### src/rtl/alu_n_seq.sv
// Parametrised ALU with a valid/ready handshake, registered result/flags,
// and an iterative shift-add multiplier (WIDTH iterations plus one load cycle).
module alu_n_seq #(
    parameter int WIDTH = 8
) (
    input  logic                 clk,
    input  logic                 rst,
    input  logic                 in_valid,
    output logic                 in_ready,
    input  logic [WIDTH-1:0]     A,
    input  logic [WIDTH-1:0]     B,
    input  logic [3:0]           CTRL,
    output logic                 out_valid,
    input  logic                 out_ready,
    output logic [2*WIDTH-1:0]   Y,
    output logic                 zero,
    output logic                 ovf,
    output logic                 err
);

    localparam int SW = $clog2(WIDTH);
    localparam int CW = $clog2(WIDTH + 1);

    typedef enum logic [1:0] {S_IDLE, S_BUSY, S_HOLD} state_e;

    typedef enum logic [3:0] {
        OP_ADD  = 4'b0000,
        OP_SUB  = 4'b0001,
        OP_AND  = 4'b0010,
        OP_OR   = 4'b0011,
        OP_NOT  = 4'b0100,
        OP_NAND = 4'b0101,
        OP_NOR  = 4'b0110,
        OP_XOR  = 4'b0111,
        OP_XNOR = 4'b1000,
        OP_MUL  = 4'b1001,
        OP_SHL  = 4'b1010,
        OP_SHR  = 4'b1011
    } op_e;

    state_e state, state_nx;

    logic [2*WIDTH-1:0] mcand;
    logic [2*WIDTH-1:0] acc;
    logic [WIDTH-1:0]   mplier;
    logic [CW-1:0]      cnt;

    logic               accept;
    logic               is_mul;
    logic [WIDTH:0]     sum;
    logic [WIDTH:0]     diff;
    logic [WIDTH-1:0]   lg;
    logic [SW-1:0]      sh;
    logic [2*WIDTH-1:0] res;
    logic               res_ovf;
    logic               res_err;

    assign in_ready  = (state == S_IDLE) || ((state == S_HOLD) && out_ready);
    assign out_valid = (state == S_HOLD);
    assign accept    = in_valid && in_ready;
    assign is_mul    = (CTRL == OP_MUL);

    // Single-cycle result, evaluated on the live operands at the accept edge
    always_comb begin
        sum     = {1'b0, A} + {1'b0, B};
        diff    = {1'b0, A} + {1'b0, ~B} + {{WIDTH{1'b0}}, 1'b1};
        sh      = B[SW-1:0];
        lg      = '0;
        res     = '0;
        res_ovf = 1'b0;
        res_err = 1'b0;
        case (op_e'(CTRL))
            OP_ADD: begin
                res     = (2*WIDTH)'(sum);
                res_ovf = (A[WIDTH-1] == B[WIDTH-1]) && (sum[WIDTH-1] != A[WIDTH-1]);
            end
            OP_SUB: begin
                res     = (2*WIDTH)'(diff);
                res_ovf = (A[WIDTH-1] != B[WIDTH-1]) && (diff[WIDTH-1] != A[WIDTH-1]);
            end
            OP_AND:  begin lg = A & B;     res = (2*WIDTH)'(lg); end
            OP_OR:   begin lg = A | B;     res = (2*WIDTH)'(lg); end
            OP_NOT:  begin lg = ~A;        res = (2*WIDTH)'(lg); end
            OP_NAND: begin lg = ~(A & B);  res = (2*WIDTH)'(lg); end
            OP_NOR:  begin lg = ~(A | B);  res = (2*WIDTH)'(lg); end
            OP_XOR:  begin lg = A ^ B;     res = (2*WIDTH)'(lg); end
            OP_XNOR: begin lg = ~(A ^ B);  res = (2*WIDTH)'(lg); end
            OP_SHL:  begin lg = A << sh;   res = (2*WIDTH)'(lg); end
            OP_SHR:  begin lg = A >> sh;   res = (2*WIDTH)'(lg); end
            OP_MUL:  res = '0;
            default: res_err = 1'b1;
        endcase
    end

    always_ff @(posedge clk or posedge rst) begin
        if (rst) begin
            state <= S_IDLE;
        end else begin
            state <= state_nx;
        end
    end

    always_comb begin
        state_nx = state;
        case (state)
            S_IDLE: begin
                if (accept) begin
                    state_nx = is_mul ? S_BUSY : S_HOLD;
                end
            end
            S_BUSY: begin
                if (cnt == '0) begin
                    state_nx = S_HOLD;
                end
            end
            S_HOLD: begin
                if (out_ready) begin
                    if (accept) begin
                        state_nx = is_mul ? S_BUSY : S_HOLD;
                    end else begin
                        state_nx = S_IDLE;
                    end
                end
            end
            default: state_nx = S_IDLE;
        endcase
    end

    // The multiplicand register is shifted each iteration, so it always
    // carries the weight of the multiplier bit currently at mplier[0].
    always_ff @(posedge clk or posedge rst) begin
        if (rst) begin
            mcand  <= '0;
            mplier <= '0;
            acc    <= '0;
            cnt    <= '0;
            Y      <= '0;
            zero   <= 1'b1;
            ovf    <= 1'b0;
            err    <= 1'b0;
        end else if (accept) begin
            if (is_mul) begin
                mcand  <= (2*WIDTH)'(A);
                mplier <= B;
                acc    <= '0;
                cnt    <= CW'(WIDTH);
            end else begin
                Y    <= res;
                zero <= (res == '0);
                ovf  <= res_ovf;
                err  <= res_err;
            end
        end else if (state == S_BUSY) begin
            if (cnt != '0) begin
                if (mplier[0]) begin
                    acc <= acc + mcand;
                end
                mcand  <= mcand << 1;
                mplier <= mplier >> 1;
                cnt    <= cnt - CW'(1);
            end else begin
                Y    <= acc;
                zero <= (acc == '0);
                ovf  <= 1'b0;
                err  <= 1'b0;
            end
        end
    end

endmodule

### config.mk
export PLATFORM = sky130hd
export DESIGN_NAME = alu_n_seq
export DESIGN_NICKNAME = d
export VERILOG_FILES = /design/src/rtl/alu_n_seq.sv
export SDC_FILE = /design/constraint.sdc
export NUM_CORES = 1
export LEC_CHECK = 0
export CORE_ASPECT_RATIO = 0.75
export CORE_MARGIN = 2
export CORE_UTILIZATION = 40
export DETAILED_ROUTE_END_ITERATION = 10
export GPL_TIMING_DRIVEN = 0
export PLACE_DENSITY_LB_ADDON = 0.08
export SYNTH_ARGS = -nofsm -noshare
export SYNTH_HDL_FRONTEND = slang
export SYNTH_SLANG_ARGS = --single-unit
### constraint.sdc
create_clock -name clk -period 6.87 [get_ports clk]
set_input_delay 0.687 -clock clk [delete_from_list [all_inputs] [get_ports clk]]
set_output_delay 0.687 -clock clk [all_outputs]
set_load 0.02 [all_outputs]
==> reports/results.md <==
| Parameter | Reported |
| --- | --- |
| TritonCTS clock tree | built |
| Commonest cells after routing, fill and taps aside | sky130_fd_sc_hd__nand2_1 (87), sky130_fd_sc_hd__dfrtp_1 (64), sky130_fd_sc_hd__o21ai_0 (53) |
| Transition time at the pin with the least slew margin | 1140 ps |
| Setup repair after global routing missed its margin | no |
| Leak pwr | 2.81 nW |
| Critical path endpoint category | flip-flop |
| Total clock sinks | 65 |
| Number of gates resized after CTS | 0 |
| Sequential Power Share | 34.8% |
| Number of buffers and inverters on the critical path | 4 |
| Worst supply voltage drop on vdd | 168 uV |
| Number of ports placed on the die boundary | 45 |
| Internal | 0.00115 W |
| Most common flop cell mapped by yosys | sky130_fd_sc_hd__dfrtp_1 |
| Number of global-route vias before repair | 4941 |
| Achievable clock frequency | 0.250 GHz |
| Violations in the final reports | design-rule violations |
| Setup WS pre-CTS | 2610 ps |
| Reported max-cap violation count | 0 |
| Max stage delay cell, worst path | sky130_fd_sc_hd__clkdlybuf4s50_1 |
| Startpoint types | primary input |
| DRC | 5 |
| Post-CTS setup repair buffer count | 0 |
| Clk slew on worst S/H paths | 60 ps |
| Die boundary width | 140 um |
| Synth warn | 0 |
| Proportion of synthesized chip area in sequential cells | 29.3% |
| Wire length of the first global-routing pass | 28700 um |
| Pin count of the biggest net entering global routing | 34 |
| Final Core Density | 47.7% |
| Critical Path, Cell by Cell | clkdlybuf4s50_1 -> buf_2 -> buf_2 -> inv_1 -> ha_1 -> o21bai_1 -> a21oi_1 -> o21ai_1 -> a21o_1 -> a221oi_1 -> o221a_2 -> o21ai_1 -> a221o_1 |
| Antenna violations before repair | 0 |
| Combinational fraction of design power | 42.7% |
| Relative slew slack | 23.5% |
| Number of buffers created by CTS | 9 |
| Clock Path Buffers | 2 |
| Max-slew violations | 0 |
| Total half-perimeter wirelength after legalization and detailed placement | 14000 um |
| Iter 0 DRT Violations | 556 |
| Power density over the cells | 292 nW/um^2 |
| Total global-route track usage | 24.7% |
| Net Sw Power | 0.000755 W |
| Critical path fanouts, max | 10 |
| Most common library cell in the layout ignoring fill and taps | sky130_fd_sc_hd__nand2_1 |
| Fraction of power spent switching nets | 39.6% |
| Family of cells with the greatest summed delay on the critical path | compound AO/OA/AOI/OAI gates |
| Layout Skew | 7.79 ps |
| Vias per cell | 6.03 |
| Syn Std Cell Area | 5560 sq um |
| Global placement routability congestion | 0.993 |
| Starting density of the core | 40.7% |
| Type of the worst setup path | primary input to flip-flop |
| Vias after detailed routing | 5372 |
| Nets | 780 |
| Power share of the clock group | 22.5% |
| Total Neg Setup Slack | 0 ps |
| Kind of path behind the tightest hold check | flip-flop to flip-flop |
| Post-Synthesis Mean Instance Area | 8.48 sq um |
| Final worst-path cycle share | 58.2% |
| Post-synth ARST share | 100% |
| Number of enable-type register cells in the synthesized netlist | 0 |
| I/O Buffers | 43 |
| Worst path arrival time | 4220 ps |
| Hold buffers post-CTS | 0 |
| Remaining global-route overflow | 0 |
| Final hold violation count | 0 |
| Flops & latches, synth | 65 |
| Number of nets still failing antenna checks after routing | 0 |
| Tmin final | 4000 ps |
| Number of library cell types mapped by synthesis | 74 |
| Synthesized netlist cell count | 656 |
| Latest clock arrival within the worst-skew pair | 330 ps |
| Total die area | 14900 sq um |
| Rows | 37 |
| Filler Cell Count | 1303 |
| Clock root cell | sky130_fd_sc_hd__clkbuf_16 |
| Final antenna diode count | 0 |
| Fraction of layout cells with a size suffix above 1 | 6.84% |
| Final setup vio count | 0 |
| Overall Power | 0.00190 W |
| Syn nets | 725 |
| Final Hold Slack | 477 ps |
| Die H | 106 um |
| Worst stage delay on the critical path | 470 ps |
| Number of H-tree branching levels | 3 |
| Data required time at the worst endpoint | 7090 ps |
| First-pass detailed-route iteration total | 11 |
| Area growth from synthesis to layout | 17.1% |
| Placeable core region | 13700 sq um |
| Final setup margin | 2870 ps |
| Wire length after detailed routing | 17900 um |
| Outcome | finished with violations |
| WL per Instance | 20.1 um |
| Setup slack on the worst flop-to-flop path | 4130 ps |
==> power by group through the flow <==
stage	clock [W]	sequential (W)	combinational (W)
2_1_floorplan	0	0.000650	0.000552
3_3_place_gp	0	0.000661	0.000786
3_5_place_dp	0	0.000663	0.000806
4_1_cts	0.000437	0.000658	0.000809
5_1_grt	0.000456	0.000680	0.000916
6_report	0.000429	0.000662	0.000814
==> worst min-delay path: cells and delay by family (launching register included) <==
family           cells  cell delay (ps)
AO/OA/AOI/OAI        1               60
flip-flops           1              340
AND/OR/NAND/NOR      1               40
==> layer usage <==
layer  vias to the layer above  global-route usage, %  routed length [um]
li1                       2517                      -                   -
met1                      2596                   40.2                9240
met2                       241                   31.5                6740
met3                        18                   7.52                1780
met4                         0                   3.54                 162
met5                         -                      0                   0
==> state kept, by name (all words and copies together) (netlist names) <==
signal / cells
ovf: 1
err: 1
mcand: 16
state: 2
acc: 16
mplier: 8
zero: 1
cnt: 4
Y: 16
==> synthesized netlist by cell type, types with 6 or more instances <==
master	number	area, sq um
sky130_fd_sc_hd__nand2_1	87	327
sky130_fd_sc_hd__dfrtp_1	64	1600
sky130_fd_sc_hd__o21ai_0	53	265
sky130_fd_sc_hd__ha_1	42	526
sky130_fd_sc_hd__nor2_1	39	146
sky130_fd_sc_hd__a21oi_1	36	180
sky130_fd_sc_hd__inv_1	34	128
sky130_fd_sc_hd__mux2i_1	31	310
sky130_fd_sc_hd__clkbuf_1	25	93.8
sky130_fd_sc_hd__nor3_1	21	105
sky130_fd_sc_hd__nor2b_1	14	87.6
sky130_fd_sc_hd__nand3_1	11	55.1
sky130_fd_sc_hd__xnor2_1	11	96.3
sky130_fd_sc_hd__buf_2	10	50.1
sky130_fd_sc_hd__nand2b_1	10	62.6
sky130_fd_sc_hd__a21o_1	9	67.6
sky130_fd_sc_hd__nor4_1	9	56.3
sky130_fd_sc_hd__mux4_2	8	180
sky130_fd_sc_hd__o21ai_1	8	40.0
sky130_fd_sc_hd__o22ai_1	8	50.1
sky130_fd_sc_hd__a22o_1	7	61.3
sky130_fd_sc_hd__o211ai_1	7	52.6
sky130_fd_sc_hd__a211oi_1	6	45.0
sky130_fd_sc_hd__o31ai_1	6	45.0
==> cell families (layout without fill, tap and decap cells) <==
group,Yosys count,after routing,share of synthesized area [%]
xor gates and xnor gates,14,14,2.21
buffers and inverters,79,139,5.83
AOI/OAI and AO/OA,197,197,23.8
adders and majority gates,45,45,10.5
and+or+nand+nor,213,213,18.2
muxes,43,43,10.2
DFF,65,65,29.3
==> cell type report <==
cell class	count	area, sq um	share of cell area (%)
plain buffers	43	189	2.90
flip-flops and latches	65	1630	25.0
clock inverters	4	27.5	0.423
well taps	175	219	3.36
repair buffers	44	450	6.92
inverters	36	135	2.07
clock buffers	12	256	3.94
multi-input cells	512	3610	55.4
==> worst paths after layout <==
path	from	to	cells past startpoint
worst min register to register	Y[10]$_DFFE_PP0P_	Y[10]$_DFFE_PP0P_	2
worst max-delay path	B[1]	Y[7]$_DFFE_PP0P_	13
worst min-delay path	Y[10]$_DFFE_PP0P_	Y[10]$_DFFE_PP0P_	2
max in group asynchronous	rst	zero$_DFFE_PP1P_	3
min in group asynchronous	rst	Y[10]$_DFFE_PP0P_	2
worst max register to register	cnt[0]$_DFFE_PP0P_	acc[12]$_DFFE_PP0P_	8
==> per-stage QoR <==
stage	cells	cell area, sq um
global placement	874	6210
detailed placement	875	6230
finish	891	6510
CTS	891	6510
global route	891	6510
floorplan	656	5560
Power figures use the tool's default switching activity.
